===== src/rtl/apb_defs_pkg.sv =====
// ---------------------------------------------------------------------------
// apb_defs
// Shared definitions for the APB slave: FSM state encoding, register file
// geometry, the read-only ID register and the address-field layout, plus the
// helper that classifies an access as erroneous.
// ---------------------------------------------------------------------------
package apb_defs;

  // Bus widths
  localparam int ADDR_W = 32;
  localparam int DATA_W = 32;

  // Address layout: [1:0] byte offset, [4:2] register index, [31:5] must be 0
  localparam int BYTE_W  = 2;
  localparam int IDX_W   = 3;
  localparam int IDX_LSB = BYTE_W;
  localparam int IDX_MSB = BYTE_W + IDX_W - 1;

  // Register file geometry and the fixed identification register
  localparam int                REG_COUNT = 8;
  localparam logic [IDX_W-1:0]  ID_INDEX  = 3'd7;
  localparam logic [DATA_W-1:0] ID_VALUE  = 32'h0000_0019;

  typedef enum logic [1:0] {
    ST_IDLE   = 2'd0,
    ST_SETUP  = 2'd1,
    ST_WAIT   = 2'd2,
    ST_ACCESS = 2'd3
  } apb_state_t;

  // An access errors on a misaligned address, on any address outside the
  // 32-byte register window, or on a write to the read-only ID register.
  function automatic logic addr_error(input logic [ADDR_W-1:0] addr,
                                      input logic              write);
    return (addr[BYTE_W-1:0] != '0) ||
           (addr[ADDR_W-1:IDX_MSB+1] != '0) ||
           (write && (addr[IDX_MSB:IDX_LSB] == ID_INDEX));
  endfunction

endpackage


===== src/rtl/apb_slave_regfile.sv =====
// ---------------------------------------------------------------------------
// apb_slave_regfile
// 8 x 32-bit register array. Entries 0..6 are read/write; entry 7 always
// reads back the fixed ID value and ignores writes.
// Ports:
//   clk    - clock, rising edge
//   rst_n  - synchronous active-low reset, clears the writable entries
//   we     - write enable for this cycle
//   waddr  - write index
//   wdata  - write data
//   raddr  - read index (combinational read)
//   rdata  - read data
// ---------------------------------------------------------------------------
module apb_slave_regfile
  import apb_defs::*;
(
  input  logic              clk,
  input  logic              rst_n,
  input  logic              we,
  input  logic [IDX_W-1:0]  waddr,
  input  logic [DATA_W-1:0] wdata,
  input  logic [IDX_W-1:0]  raddr,
  output logic [DATA_W-1:0] rdata
);

  logic [DATA_W-1:0] regs [REG_COUNT];

  // Storage behind the ID index is never written, so it simply stays at 0.
  always_ff @(posedge clk) begin
    if (!rst_n) begin
      for (int i = 0; i < REG_COUNT; i++) begin
        regs[i] <= '0;
      end
    end else if (we && (waddr != ID_INDEX)) begin
      regs[waddr] <= wdata;
    end
  end

  always_comb begin
    rdata = regs[raddr];
    if (raddr == ID_INDEX) begin
      rdata = ID_VALUE;
    end
  end

endmodule


===== src/rtl/apb_slave_interface.sv =====
// ---------------------------------------------------------------------------
// apb_slave_interface
// APB slave in front of an 8-entry register file, with a configurable number
// of wait states, error response and abort handling.
// Parameters:
//   SEL_INDEX   - which bit of Pselx selects this slave (0..2)
//   WAIT_STATES - extra access cycles before Pready (0..3)
// Ports:
//   Hclk    - clock, rising edge
//   Hresetn - synchronous active-low reset
//   Pselx   - one-hot peripheral select
//   Penable - access phase indicator
//   Pwrite  - 1 = write, 0 = read
//   Paddr   - byte address
//   Pwdata  - write data
//   Prdata  - registered read data, non-zero only in the Pready cycle
//   Pready  - registered transfer completion, one cycle wide
//   Pslverr - registered error flag, valid with Pready
// ---------------------------------------------------------------------------
module apb_slave_interface
  import apb_defs::*;
#(
  parameter int SEL_INDEX   = 0,
  parameter int WAIT_STATES = 1
) (
  input  logic              Hclk,
  input  logic              Hresetn,
  input  logic [2:0]        Pselx,
  input  logic              Penable,
  input  logic              Pwrite,
  input  logic [ADDR_W-1:0] Paddr,
  input  logic [DATA_W-1:0] Pwdata,
  output logic [DATA_W-1:0] Prdata,
  output logic              Pready,
  output logic              Pslverr
);

  apb_state_t        state;
  apb_state_t        state_next;
  apb_state_t        cur;
  logic [1:0]        cnt;
  logic [1:0]        cnt_next;
  logic [ADDR_W-1:0] addr_q;
  logic [DATA_W-1:0] wdata_q;
  logic              write_q;
  logic              sel;
  logic [ADDR_W-1:0] acc_addr;
  logic              acc_write;
  logic              acc_err;
  logic              commit;
  logic [DATA_W-1:0] rd_data;

  // Masking keeps every select bit in the expression; only SEL_INDEX matters.
  assign sel = |(Pselx & (3'b001 << SEL_INDEX));

  // The setup cycle is seen while the register still says IDLE, so SETUP is
  // the decoded state of that cycle. Resolving it here lets Pready appear in
  // the first enable cycle when there are no wait states.
  always_comb begin
    cur        = state;
    state_next = ST_IDLE;
    cnt_next   = '0;
    if ((state == ST_IDLE) && sel && !Penable) begin
      cur = ST_SETUP;
    end
    case (cur)
      ST_IDLE: begin
        state_next = ST_IDLE;
      end
      ST_SETUP: begin
        if (WAIT_STATES > 0) begin
          state_next = ST_WAIT;
          cnt_next   = 2'(WAIT_STATES - 1);
        end else begin
          state_next = ST_ACCESS;
        end
      end
      ST_WAIT: begin
        if (!(sel && Penable)) begin
          state_next = ST_IDLE;
        end else if (cnt == 2'd0) begin
          state_next = ST_ACCESS;
        end else begin
          state_next = ST_WAIT;
          cnt_next   = cnt - 2'd1;
        end
      end
      ST_ACCESS: begin
        state_next = ST_IDLE;
      end
      default: begin
        state_next = ST_IDLE;
      end
    endcase
  end

  // During the setup cycle the latches are not loaded yet, so look at the bus.
  assign acc_addr  = (cur == ST_SETUP) ? Paddr  : addr_q;
  assign acc_write = (cur == ST_SETUP) ? Pwrite : write_q;
  assign acc_err   = addr_error(acc_addr, acc_write);

  // Write lands on the edge closing the Pready cycle, unless aborted there.
  assign commit = (state == ST_ACCESS) && sel && Penable && write_q && !acc_err;

  always_ff @(posedge Hclk) begin
    if (!Hresetn) begin
      state   <= ST_IDLE;
      cnt     <= '0;
      addr_q  <= '0;
      wdata_q <= '0;
      write_q <= 1'b0;
      Pready  <= 1'b0;
      Pslverr <= 1'b0;
      Prdata  <= '0;
    end else begin
      state <= state_next;
      cnt   <= cnt_next;
      if (cur == ST_SETUP) begin
        addr_q  <= Paddr;
        write_q <= Pwrite;
        wdata_q <= Pwdata;
      end
      Pready  <= (state_next == ST_ACCESS);
      Pslverr <= (state_next == ST_ACCESS) && acc_err;
      Prdata  <= ((state_next == ST_ACCESS) && !acc_err && !acc_write) ? rd_data : '0;
    end
  end

  apb_slave_regfile u_regfile (
    .clk   (Hclk),
    .rst_n (Hresetn),
    .we    (commit),
    .waddr (addr_q[IDX_MSB:IDX_LSB]),
    .wdata (wdata_q),
    .raddr (acc_addr[IDX_MSB:IDX_LSB]),
    .rdata (rd_data)
  );

endmodule


===== config.mk =====
export PLATFORM = sky130hd
export DESIGN_NAME = apb_slave_interface
export DESIGN_NICKNAME = d
export VERILOG_FILES = /design/src/rtl/apb_defs_pkg.sv /design/src/rtl/apb_slave_regfile.sv /design/src/rtl/apb_slave_interface.sv
export SDC_FILE = /design/constraint.sdc
export NUM_CORES = 1
export LEC_CHECK = 0
export BUFFER_PORTS_ARGS = -buffer_cell sky130_fd_sc_hd__buf_2
export CAP_MARGIN = 20
export CORE_AREA = 3 3 160 162
export CTS_CLUSTER_DIAMETER = 30
export DETAILED_ROUTE_END_ITERATION = 7
export DIE_AREA = 0 0 163 165
export PLACE_DENSITY = 0.7
export SYNTH_ARGS = -nofsm -noshare
export SYNTH_HDL_FRONTEND = slang
export SYNTH_SLANG_ARGS = --single-unit

===== constraint.sdc =====
create_clock -name Hclk -period 10.3 [get_ports Hclk]
set_input_delay 1.03 -clock Hclk [delete_from_list [all_inputs] [get_ports Hclk]]
set_output_delay 1.03 -clock Hclk [all_outputs]
set_load 0.01 [all_outputs]

# After elaboration in Yosys (flattened, before gate mapping)
# Memory sizes are Yosys's and may differ from the RTL's.
# Cells that the tools add are included.
[totals]
register_bits = 103
ram_bits = 256
output_inout_bits = 34
wordCells = 63
mem_count = 1
[mem_list]
columns = ["name", "depth", "width", "rd", "rd_clocked_by_memory_dff", "wr", "line", "source"]
rows = [
  ["u_regfile.regs", 8, 32, 1, 0, 8, "apb_slave_regfile.sv:26", "logic [DATA_W-1:0] regs [REG_COUNT];"],
]
[op_classes]
add_sub_neg = 1
eq_ne = 7
mux = 14
bitwise = 4
n_reduce_logical = 27
[ops]
columns = ["op", "count"]
rows = [
  ["2-to-1 mux 32 bit", 2],
  ["OR reduction 32 bit", 1],
  ["nonzero test 27 bit", 1],
  ["logical AND 1 bit", 12],
  ["== test 2 bit, second input constant", 4],
  ["2-to-1 mux 1 bit", 7],
  ["logical NOT 2 bit", 3],
  ["one-hot mux 2 bit (3 select lines)", 1],
  ["2-to-1 mux 5 bit", 1],
  ["2-to-1 mux 2 bit", 2],
  ["NOT 1 bit", 4],
  ["OR reduction 4 bit", 1],
  ["== test 3 bit, second input constant", 1],
  ["logical NOT 1 bit", 3],
  ["2-to-1 mux 3 bit", 1],
  ["inequality test 3 bit, second input constant", 1],
  ["OR reduction 3 bit", 1],
  ["== test 2 x 1 -> 1 bit, second input constant", 1],
  ["logical OR 1 bit", 2],
  ["AND reduction 2 bit", 1],
  ["nonzero test 2 bit", 1],
  ["OR reduction 2 bit", 1],
  ["subtractor 2 x 1 -> 2 bit, second input constant", 1],
]

# Logic depth before layout (Yosys ltp)
# Gate-level depths: netlist (run 1).
[logic_depth]
ltp_word = 17
mapped_depth = 9

# Cells and area by module
# A second synthesis (run 1) with hierarchy kept.
[hier_totals]
cells_unflattened = 1142
hier_area_um2 = 14000.9
[by_module_without_submodules]
columns = ["module", "n_inst", "cells_per_inst", "area_per_inst_um2", "seq_area_each_um2"]
rows = [
  ["apb_slave_regfile", 1, 733, 10298.6, 6726.5],
  ["apb_slave_interface", 1, 409, 3702.3, 2062.0],
]

# Least setup slack after synthesis (run 1)
# Ideal clock, no wire load.
[synth_timing]
path_type = "in2reg"
start = "in Pselx[0]"
end = "mem u_regfile.regs[0][0] (enable)"
setup_time_ps = 511
t_arrival_ps = 5677
required_time_ps = 9789
setup_slack_ps = 4112
stages = 7
n_path_buf = 1
cell_sequence = "nor2b_2 > o21ba_1 > buf_2 > or3_4 > a32oi_4 > nand2_1 > o41ai_1"
[synth_rtl]
columns = ["element", "line", "source"]
rows = [
  ["start: declaration", "apb_slave_interface.sv:28", "input logic [2:0] Pselx,"],
  ["end: declaration", "apb_slave_regfile.sv:26", ""],
]

==> results of run 1 <==
## final cells by class
class | instances | area share
diodes | 1 | 0.000155
clock buffers | 78 | 0.103
clock inverters | 32 | 0.0270
inverters | 4 | 0.000927
multi-input cells | 775 | 0.258
flip-flops and latches | 327 | 0.543
well taps | 324 | 0.0250
repair buffers | 126 | 0.0431
## worst max-delay path, stage by stage
cell and delay [ns]:
buf_2 0.12, nor2b_2 0.21, o21ba_2 0.67, buf_4 0.48, mux2_2 0.47, a32oi_4 0.35, nand2_1 0.37, o31ai_4 0.85
buf_4 0.38
## registers in the layout (all words and copies together), names as in the netlist
name / cells
u_regfile.regs: 224
cnt: 2
Prdata: 32
wdata_q: 32
state: 2
Pready: 1
Pslverr: 1
addr_q: 32
write_q: 1
## per-stage QoR
| stage | area [µm²] | hold WS (ns) | cells |
|---|---|---|---|
| after global routing | 16200 | 0.447 | 1667 |
| after CTS | 16200 | 0.432 | 1665 |
| after global placement | 14100 | 0.408 | 1555 |
| after detailed placement | 14100 | 0.425 | 1555 |
| after floorplan | 13300 | 0.400 | 1193 |
| final | 16200 | 0.426 | 1667 |
## kinds of logic after synthesis
logic type | after synthesis
AND/OR/NAND/NOR | 531
adder cells (fa/ha/maj) | 1
AO/OA/AOI/OAI | 173
flip-flops | 327
multiplexers | 70
buffers and inverters | 91
## layer usage
layer / global-route usage / share of wire
met2: 0.413 / 0.49
met1: 0.321 / 0.40
met3: 0.0517 / 0.090
met4: 0.0873 / 0.024
met5: 0 / 0.0017
## final timing paths
check,end,slack (ns)
setup / recovery,u_regfile.regs[5][24],5.58
hold / removal,cnt[0],0.43
setup reg to reg,u_regfile.regs[5][24],5.77
hold reg to reg,cnt[0],0.43
## report_power, final
part / switching, mW / internal (mW)
Combinational: 0.133 / 0.0685
Clock: 0.629 / 1.38
Sequential: 0.0196 / 1.45
Total: 0.782 / 2.90
## placed cells by master (no fill, tap or decap), types with 4 or more instances in the layout
cell type  count
a2111oi_0     28
a21oi_1       93
a22oi_1        4
a32o_1        29
buf_2        102
buf_4         23
bufinv_16     10
clkbuf_1       9
clkbuf_16     61
clkbuf_8       8
clkinv_2       9
dfxtp_1      103
edfxtp_1     224
mux2_2         9
mux2i_1       60
nand2_1      253
nand3_1        4
nand4_1        5
nor2_1       231
nor4_1        14
==> impl_metrics.json, run 1 <==
{
  "max-clock-path-buffers": 3,
  "finalHoldViolCount": 0,
  "ir_worst_vdd_uv": 163,
  "rsz0062_at_grt": "false",
  "clk_latency_ns": 0.56,
  "synth_top_area_share": 0.507,
  "core_mm2": 0.0242,
  "antenna_found_initial": 5,
  "min_path_type": "reg2reg",
  "die_h_um": 165,
  "synth.most_common_cell": "nand2_1",
  "setup_tns_ns": 0,
  "yosys_warnings": 0,
  "worst-r2r-cell-count": 7,
  "yosys-top-cells-area": "edfxtp_1, dfxtp_1, nand2_1, nor2_1, mux2i_1",
  "drt-initial-drc-count": 738,
  "power.total_mw": 3.68,
  "cts_tree": "built",
  "drc_errors": 0,
  "fin_util": 0.668,
  "synthToLayoutAreaGrowth_pct": 22.1,
  "dieArea_mm2": 0.0269,
  "period_needed_ns": 4.72,
  "dr.pass1.iters": 5,
  "maxSlewHeadroom": 0.237,
  "place_congestion": 0.780,
  "syn_nets": 1265,
  "cp.arrival_ns": 4.96,
  "endpoint_kind": "register",
  "start_kind": "primary input",
  "hold_depth": 1,
  "yosys-mux-area-fraction": 0.0537,
  "power.density_mw_per_mm2": 227,
  "status": "finished clean",
  "io_buffers": 102,
  "clk_pin_slew_ns": 0.05,
  "syn_inst": 1193,
  "syn_area_mm2": 0.0133,
  "avgRoutedWirePerCell_um": 19.8,
  "critPathRequiredTime_ns": 10.54,
  "dpl.hpwl_um": 17700,
  "r2r-start": "state[0]",
  "finalNetCount": 1365,
  "synth-edff-count": 224,
  "post-place-ws_ns": 4.68,
  "fill_cells": 1814,
  "synth-simple-area-share": 0.160,
  "cts_buffers": 59,
  "post-route-period-util": 0.458,
  "multi_input_area_mm2": 0.00417,
  "regArea_mm2": 0.00879,
  "worst_pin_slew_ns": 1.14,
  "drt-total-wl_um": 33000,
  "maxCapViolCount": 0,
  "grt_pass1_vias": 9402,
  "rows": 57,
  "critPathKind": "in2reg",
  "post_cts_resized": 0,
  "synth_area_per_cell_um2": 11.1,
  "setup_viol": 0,
  "fin_ws_ns": 5.58,
  "ioPinCount": 105,
  "initial_core_util": 0.547,
  "synth_seq_cells": 327,
  "synth_compound_area_frac": 0.0902,
  "synth_xor_area_frac": 0,
  "crit_start": "Penable",
  "ys_seq_area_frac": 0.663,
  "hp-start": "cnt[0]",
  "synth_top_family_by_area": "simple AND/OR/NAND/NOR gates",
  "drv_slew": 0,
  "holdBufCountCts": 0,
  "htreeDepth": 2,
  "root_buffer": "clkbuf_16",
  "drive_gt1_frac": 0.189,
  "cts_sinks": 327,
  "grt_start_max_net_pins": 69,
  "post_cts_buffers": 0,
  "synthTopCellsByCount": "nand2_1, nor2_1, edfxtp_1",
  "clock_skew_ns": 0.0150,
  "p_leak_nw": 5.70,
  "ant_nets": 0,
  "grt_pass1_wl_um": 50800,
  "die_w_um": 163,
  "fmax_mhz": 212,
  "via_per_inst": 5.72,
  "yosysTopAreaCell": "edfxtp_1",
  "grt-ovfl-total": 0,
  "ys_types": 45,
  "gr-usage-all-layers": 0.247,
  "synth_adder_area_share": 0.000943,
  "cp_max_fo": 39,
  "vias": 9532,
  "ys_async_sr_fraction": 0,
  "synth_flop_cell": "edfxtp_1"
}
(Power assumes the default switching activity.)
==> run 2: changes to the inputs <==
--- a/config.mk
+++ b/config.mk
@@ -7,11 +7,11 @@
 export LEC_CHECK = 0
 export BUFFER_PORTS_ARGS = -buffer_cell sky130_fd_sc_hd__buf_2
 export CAP_MARGIN = 20
-export CORE_AREA = 3 3 160 162
+export CORE_AREA = 3 3 163 165
 export CTS_CLUSTER_DIAMETER = 30
 export DETAILED_ROUTE_END_ITERATION = 7
-export DIE_AREA = 0 0 163 165
-export PLACE_DENSITY = 0.7
+export DIE_AREA = 0 0 166 168
+export PLACE_DENSITY = 0.71
 export SYNTH_ARGS = -nofsm -noshare
 export SYNTH_HDL_FRONTEND = slang
 export SYNTH_SLANG_ARGS = --single-unit
==> constraint.sdc (replaced) <==
create_clock -name Hclk -period 4.2 [get_ports Hclk]
set_input_delay 0.42 -clock Hclk [delete_from_list [all_inputs] [get_ports Hclk]]
set_output_delay 0.42 -clock Hclk [all_outputs]
set_load 0.01 [all_outputs]
==> run 2 against run 1 <==
Register-to-register slack worse by 4.8 ns. Via count up 1.8%. Global-route usage down 0.79 points. Worst setup slack worse by 4.6 ns. Clock power up 130%. Flip-flop and latch count unchanged. Final cell count up 0.90%.
==> impl_metrics.json, run 2 (synthesized netlist as in run 1, its figures left out) <==
{
  "period_needed_ns": 3.26,
  "antenna_found_initial": 2,
  "design_area_mm2": 0.0162,
  "critPathKind": "reg2reg",
  "power.switching_mw": 1.91,
  "final_common_cell": "nand2_1",
  "drc_errors": 0,
  "ir_worst_vdd_uv": 355,
  "holdBufCountCts": 0,
  "cts_buffers": 57,
  "finalHoldViolCount": 0,
  "diodes": 0,
  "root_buffer": "clkbuf_16",
  "fill_cells": 1908,
  "io_buffers": 102,
  "vias": 9699,
  "place_area_mm2": 0.0142,
  "fmax_mhz": 307,
  "grt_start_max_net_pins": 61,
  "grt-ovfl-total": 0,
  "avgRoutedWirePerCell_um": 20.1,
  "rsz0062_at_grt": "false",
  "p_sw_frac": 0.218,
  "via_per_inst": 5.77,
  "seqPwrFrac": 0.409,
  "drt-initial-drc-count": 827,
  "ioPinCount": 105,
  "regMostFlops": "u_regfile.regs",
  "power.internal_mw": 6.88,
  "die_w_um": 166,
  "clk_latency_ns": 0.56,
  "grt_pass1_wl_um": 52600,
  "maxCapViolCount": 0,
  "min_path_type": "in2reg",
  "cts_sinks": 327,
  "htreeDepth": 2,
  "endpoint_kind": "register",
  "mostFrequentLayoutCells": "nand2_1, nor2_1, edfxtp_1",
  "largest_reg_flops": 224,
  "drv_slew": 0,
  "setup_viol": 0,
  "die_h_um": 168,
  "gr-usage-all-layers": 0.239,
  "worst-r2r-cell-count": 6,
  "critPathRequiredTime_ns": 4.39,
  "cp_max_fo": 25,
  "dr.pass1.iters": 7,
  "rows": 58,
  "ant_nets": 0,
  "max-clock-path-buffers": 3,
  "synthToLayoutAreaGrowth_pct": 22.4,
  "drt-total-wl_um": 33800,
  "clkPwrFrac": 0.534,
  "p_leak_nw": 5.73,
  "hold_depth": 3,
  "start_kind": "register",
  "status": "finished clean",
  "post_cts_buffers": 0,
  "clk_pin_slew_ns": 0.05,
  "cp.arrival_ns": 3.45,
  "cts_tree": "built",
  "grt_pass1_vias": 9837,
  "hold_slack_ns": 0.0959,
  "initial_core_util": 0.527,
  "place_congestion": 0.784,
  "drive_gt1_frac": 0.194,
  "post_cts_resized": 0,
  "dpl.hpwl_um": 18800,
  "worst_pin_slew_ns": 1.05,
  "dieArea_mm2": 0.0279,
  "core_mm2": 0.0252,
  "maxSlewHeadroom": 0.300,
  "post-route-period-util": 0.776,
  "power.density_mw_per_mm2": 542,
  "finalNetCount": 1376,
  "clock_skew_ns": 0.0277,
  "combPwrFrac": 0.058
}
-- run 2: changes by cell type in the layout (fill, tap and decap cells not counted), sizes merged --
cell	delta
buf	+13
bufinv	-3
clkbuf	-6
clkinv	+11
clkinvlp	-2
diode	-1
inv	-3
-- run 2: critical path, stage by stage, from the launching register on --
cell and delay, ns:
dfxtp_1 0.57, o21ba_2 0.28, mux2_2 0.45, a32oi_4 0.35, nand2_1 0.37, o41ai_2 0.39
buf_4 0.47
-- run 2: through the flow --
stage / TNS (ns) / setup slack, ns / util / cells / power (mW)
after detailed placement: 0 / 0.803 / 0.565 / 1575 / 4.15
after CTS: 0 / 0.959 / 0.645 / 1682 / 8.84
after global placement: 0 / 0.887 / 0.565 / 1575 / 4.14
after global routing: 0 / 0.834 / 0.645 / 1682 / 9.03
after floorplan: -140.25 / -1.38 / - / 1193 / 3.96
final: 0 / 0.941 / 0.645 / 1682 / 8.80
-- run 2: layout make-up --
| type | count | area, µm² | share of cell area |
|---|---|---|---|
| Clock buffer | 72 | 1630 | 0.100 |
| Clock inverter | 35 | 382 | 0.0235 |
| Inverter | 4 | 15.0 | 0.000925 |
| Multi-Input combinational cell | 775 | 4160 | 0.256 |
| Sequential cell | 327 | 8790 | 0.541 |
| Tap cell | 330 | 413 | 0.0254 |
| Timing Repair Buffer | 139 | 851 | 0.0524 |
-- run 2: worst paths after layout --
| check | start | endpoint | slack, ns |
|---|---|---|---|
| worst min-delay path | Pwdata[30] | wdata_q[30] | 0.1 |
| worst min register to register | cnt[0] | cnt[0] | 0.45 |
| worst max register to register | state[0] | u_regfile.regs[4][22] | 0.94 |
| worst max-delay path | state[0] | u_regfile.regs[4][22] | 0.94 |
-- run 2: power by group through the flow --
stage               combinational (mW)  sequential, mW  clock, mW
global placement                 0.496            3.65          0
CTS                              0.507            3.59       4.74
floorplan                        0.318            3.64          0
detailed placement               0.502            3.65          0
finish                           0.510            3.59       4.69
global route                     0.549            3.60       4.88
-- run 2: routing by layer --
layer,vias to the layer above,global-route usage,part of all wire
met3,61,0.0446,0.079
met4,4,0.0843,0.020
li1,4474,-,-
met5,-,0,0.0010
met2,441,0.397,0.48
met1,4719,0.318,0.42
==> run 3: changes to the inputs <==
--- a/config.mk
+++ b/config.mk
@@ -7,11 +7,11 @@
 export LEC_CHECK = 0
 export BUFFER_PORTS_ARGS = -buffer_cell sky130_fd_sc_hd__buf_2
 export CAP_MARGIN = 20
-export CORE_AREA = 3 3 163 165
+export CORE_AREA = 3 3 160 162
 export CTS_CLUSTER_DIAMETER = 30
 export DETAILED_ROUTE_END_ITERATION = 7
-export DIE_AREA = 0 0 166 168
-export PLACE_DENSITY = 0.71
+export DIE_AREA = 0 0 163 165
+export PLACE_DENSITY = 0.7
 export SYNTH_ARGS = -nofsm -noshare
 export SYNTH_HDL_FRONTEND = slang
 export SYNTH_SLANG_ARGS = --single-unit
==> constraint.sdc (replaced) <==
create_clock -name Hclk -period 3.2 [get_ports Hclk]
set_input_delay 0.32 -clock Hclk [delete_from_list [all_inputs] [get_ports Hclk]]
set_output_delay 0.32 -clock Hclk [all_outputs]
set_load 0.01 [all_outputs]
==> run 3 against run 2 <==
Global-route usage is 0.84 points higher. Worst setup slack got worse by 0.57 ns. Final cell count up 2.6%. Fmax rose by 15%. Highest routed layer is now met4.
==> impl_metrics.json, run 3 (synthesized netlist as in run 1, its figures left out) <==
{
  "drt-initial-drc-count": 761,
  "fin_util": 0.691,
  "vias": 9655,
  "wl_met3_um": 2330,
  "finalNetCount": 1423,
  "power.total_mw": 11.5,
  "status": "finished clean",
  "drt-total-wl_um": 32900,
  "worst-r2r-cell-count": 7,
  "gr-usage-all-layers": 0.247,
  "drive_gt1_frac": 0.199,
  "wl_met1_um": 13300,
  "rows": 57,
  "post_cts_buffers": 0,
  "placed_cells": 1581,
  "regMostFlops": "u_regfile.regs",
  "cts_sinks": 327,
  "worst_pin_slew_ns": 0.851,
  "critical-path-max-stage-delay_ns": 0.57,
  "rsz0062_at_grt": "false",
  "design_area_mm2": 0.0168,
  "path_cells": "o21ba_4 > mux2_2 > a32oi_4 > nand2_4 > buf_4 > o31ai_4 > buf_12",
  "io_buffers": 102,
  "place_congestion": 0.777,
  "die_h_um": 165,
  "final_common_cell": "nand2_1",
  "dr.pass1.iters": 5,
  "period_needed_ns": 2.83,
  "clk_latency_ns": 0.55,
  "path_depth": 7,
  "dieArea_mm2": 0.0269,
  "via_per_inst": 5.60,
  "synthToLayoutAreaGrowth_pct": 26.4,
  "slowest_stage": "dfxtp_1",
  "cp_top_family": "compound AO/OA/AOI/OAI gates",
  "critPathBufInv": 2,
  "avgRoutedWirePerCell_um": 19.0,
  "grt-ovfl-total": 0,
  "grt_pass1_wl_um": 51700,
  "cts_tree": "built",
  "ioPinCount": 105,
  "drc_errors": 0,
  "top_layer": "met4",
  "ant_nets": 0,
  "hold_depth": 3,
  "root_buffer": "clkbuf_16",
  "endpoint_kind": "register",
  "core_mm2": 0.0242,
  "cts_buffers": 58,
  "max-clock-path-buffers": 3,
  "diodes": 0,
  "clock_skew_ns": 0.00930,
  "post-route-period-util": 0.886,
  "maxSlewHeadroom": 0.433,
  "clk_pin_slew_ns": 0.05,
  "critPathKind": "reg2reg",
  "ir_worst_vdd_uv": 468,
  "hold_slack_ns": 0.0136,
  "start_kind": "register",
  "post_cts_resized": 0,
  "wl_met2_um": 16600,
  "dpl.hpwl_um": 18700,
  "mostFrequentLayoutCells": "nand2_1, nor2_1, edfxtp_1",
  "die_w_um": 163,
  "grt_start_max_net_pins": 52,
  "cp.arrival_ns": 3.07,
  "place_area_mm2": 0.0144,
  "initial_core_util": 0.547,
  "drv_slew": 0,
  "cp_max_fo": 32,
  "holdBufCountCts": 34,
  "finalHoldViolCount": 0,
  "largest_reg_flops": 224,
  "power.density_mw_per_mm2": 688,
  "setup_viol": 0,
  "antenna_found_initial": 0,
  "min_path_type": "in2reg",
  "maxCapViolCount": 0,
  "fmax_mhz": 353,
  "grt_pass1_vias": 9798,
  "htreeDepth": 2,
  "p_leak_nw": 5.94,
  "final_cells": 1725,
  "critPathRequiredTime_ns": 3.44
}
==> run 3: cell count changes in the layout (fill, tap and decap cells not counted), moves of 2 or more <==
cell	before	now
buf_12	5	10
buf_4	32	39
clkbuf_16	61	58
clkbuf_8	6	3
clkinvlp_4	1	8
dlygate4sd3_1	0	34
o41ai_2	2	0
o41ai_4	0	2
==> run 3: routing by layer <==
layer  up-vias  global-route usage
met1      4640               0.310
met3        65              0.0411
li1       4556                   -
met5         -                   0
met4         0              0.0800
met2       394               0.439
==> run 3: worst paths after layout <==
kind             start               endpoint  slack, ns
max           state[0]  u_regfile.regs[1][15]       0.37
min          Pwdata[6]             wdata_q[6]       0.01
max reg2reg   state[0]  u_regfile.regs[1][15]       0.37
min reg2reg     cnt[0]                 cnt[0]       0.43
==> run 3: area by class of cell <==
cell class / count / area [µm²]
Inverter: 4 / 15.0
Multi-Input combinational cell: 775 / 4210
Tap cell: 324 / 405
Timing Repair Buffer: 185 / 1340
Sequential cell: 327 / 8790
Clock buffer: 67 / 1520
Clock inverter: 43 / 475
Fill cell: 1748 / 7490
==> run 3: through the flow <==
| step | setup TNS (ns) | setup slack, ns |
|---|---|---|
| after floorplan | -38.50 | -0.302 |
| after global placement | 0 | 0.357 |
| after detailed placement | 0 | 0.336 |
| after CTS | 0 | 0.377 |
| after global routing | 0 | 0.159 |
| final | 0 | 0.366 |
==> run 3: power by group <==
| part | internal (mW) | switching, mW |
|---|---|---|
| Combinational | 0.284 | 0.439 |
| Clock | 4.04 | 2.06 |
| Sequential | 4.65 | 0.0632 |
| Total | 8.98 | 2.56 |
==> run 3: worst reg2reg max path, delay by kind of cell (launching register included) <==
kind / cells / cell delay (ns)
AOI/OAI and AO/OA: 3 / 0.89
DFF: 1 / 0.57
buffers and inverters: 2 / 0.47
muxes: 1 / 0.45
and+or+nand+nor: 1 / 0.14
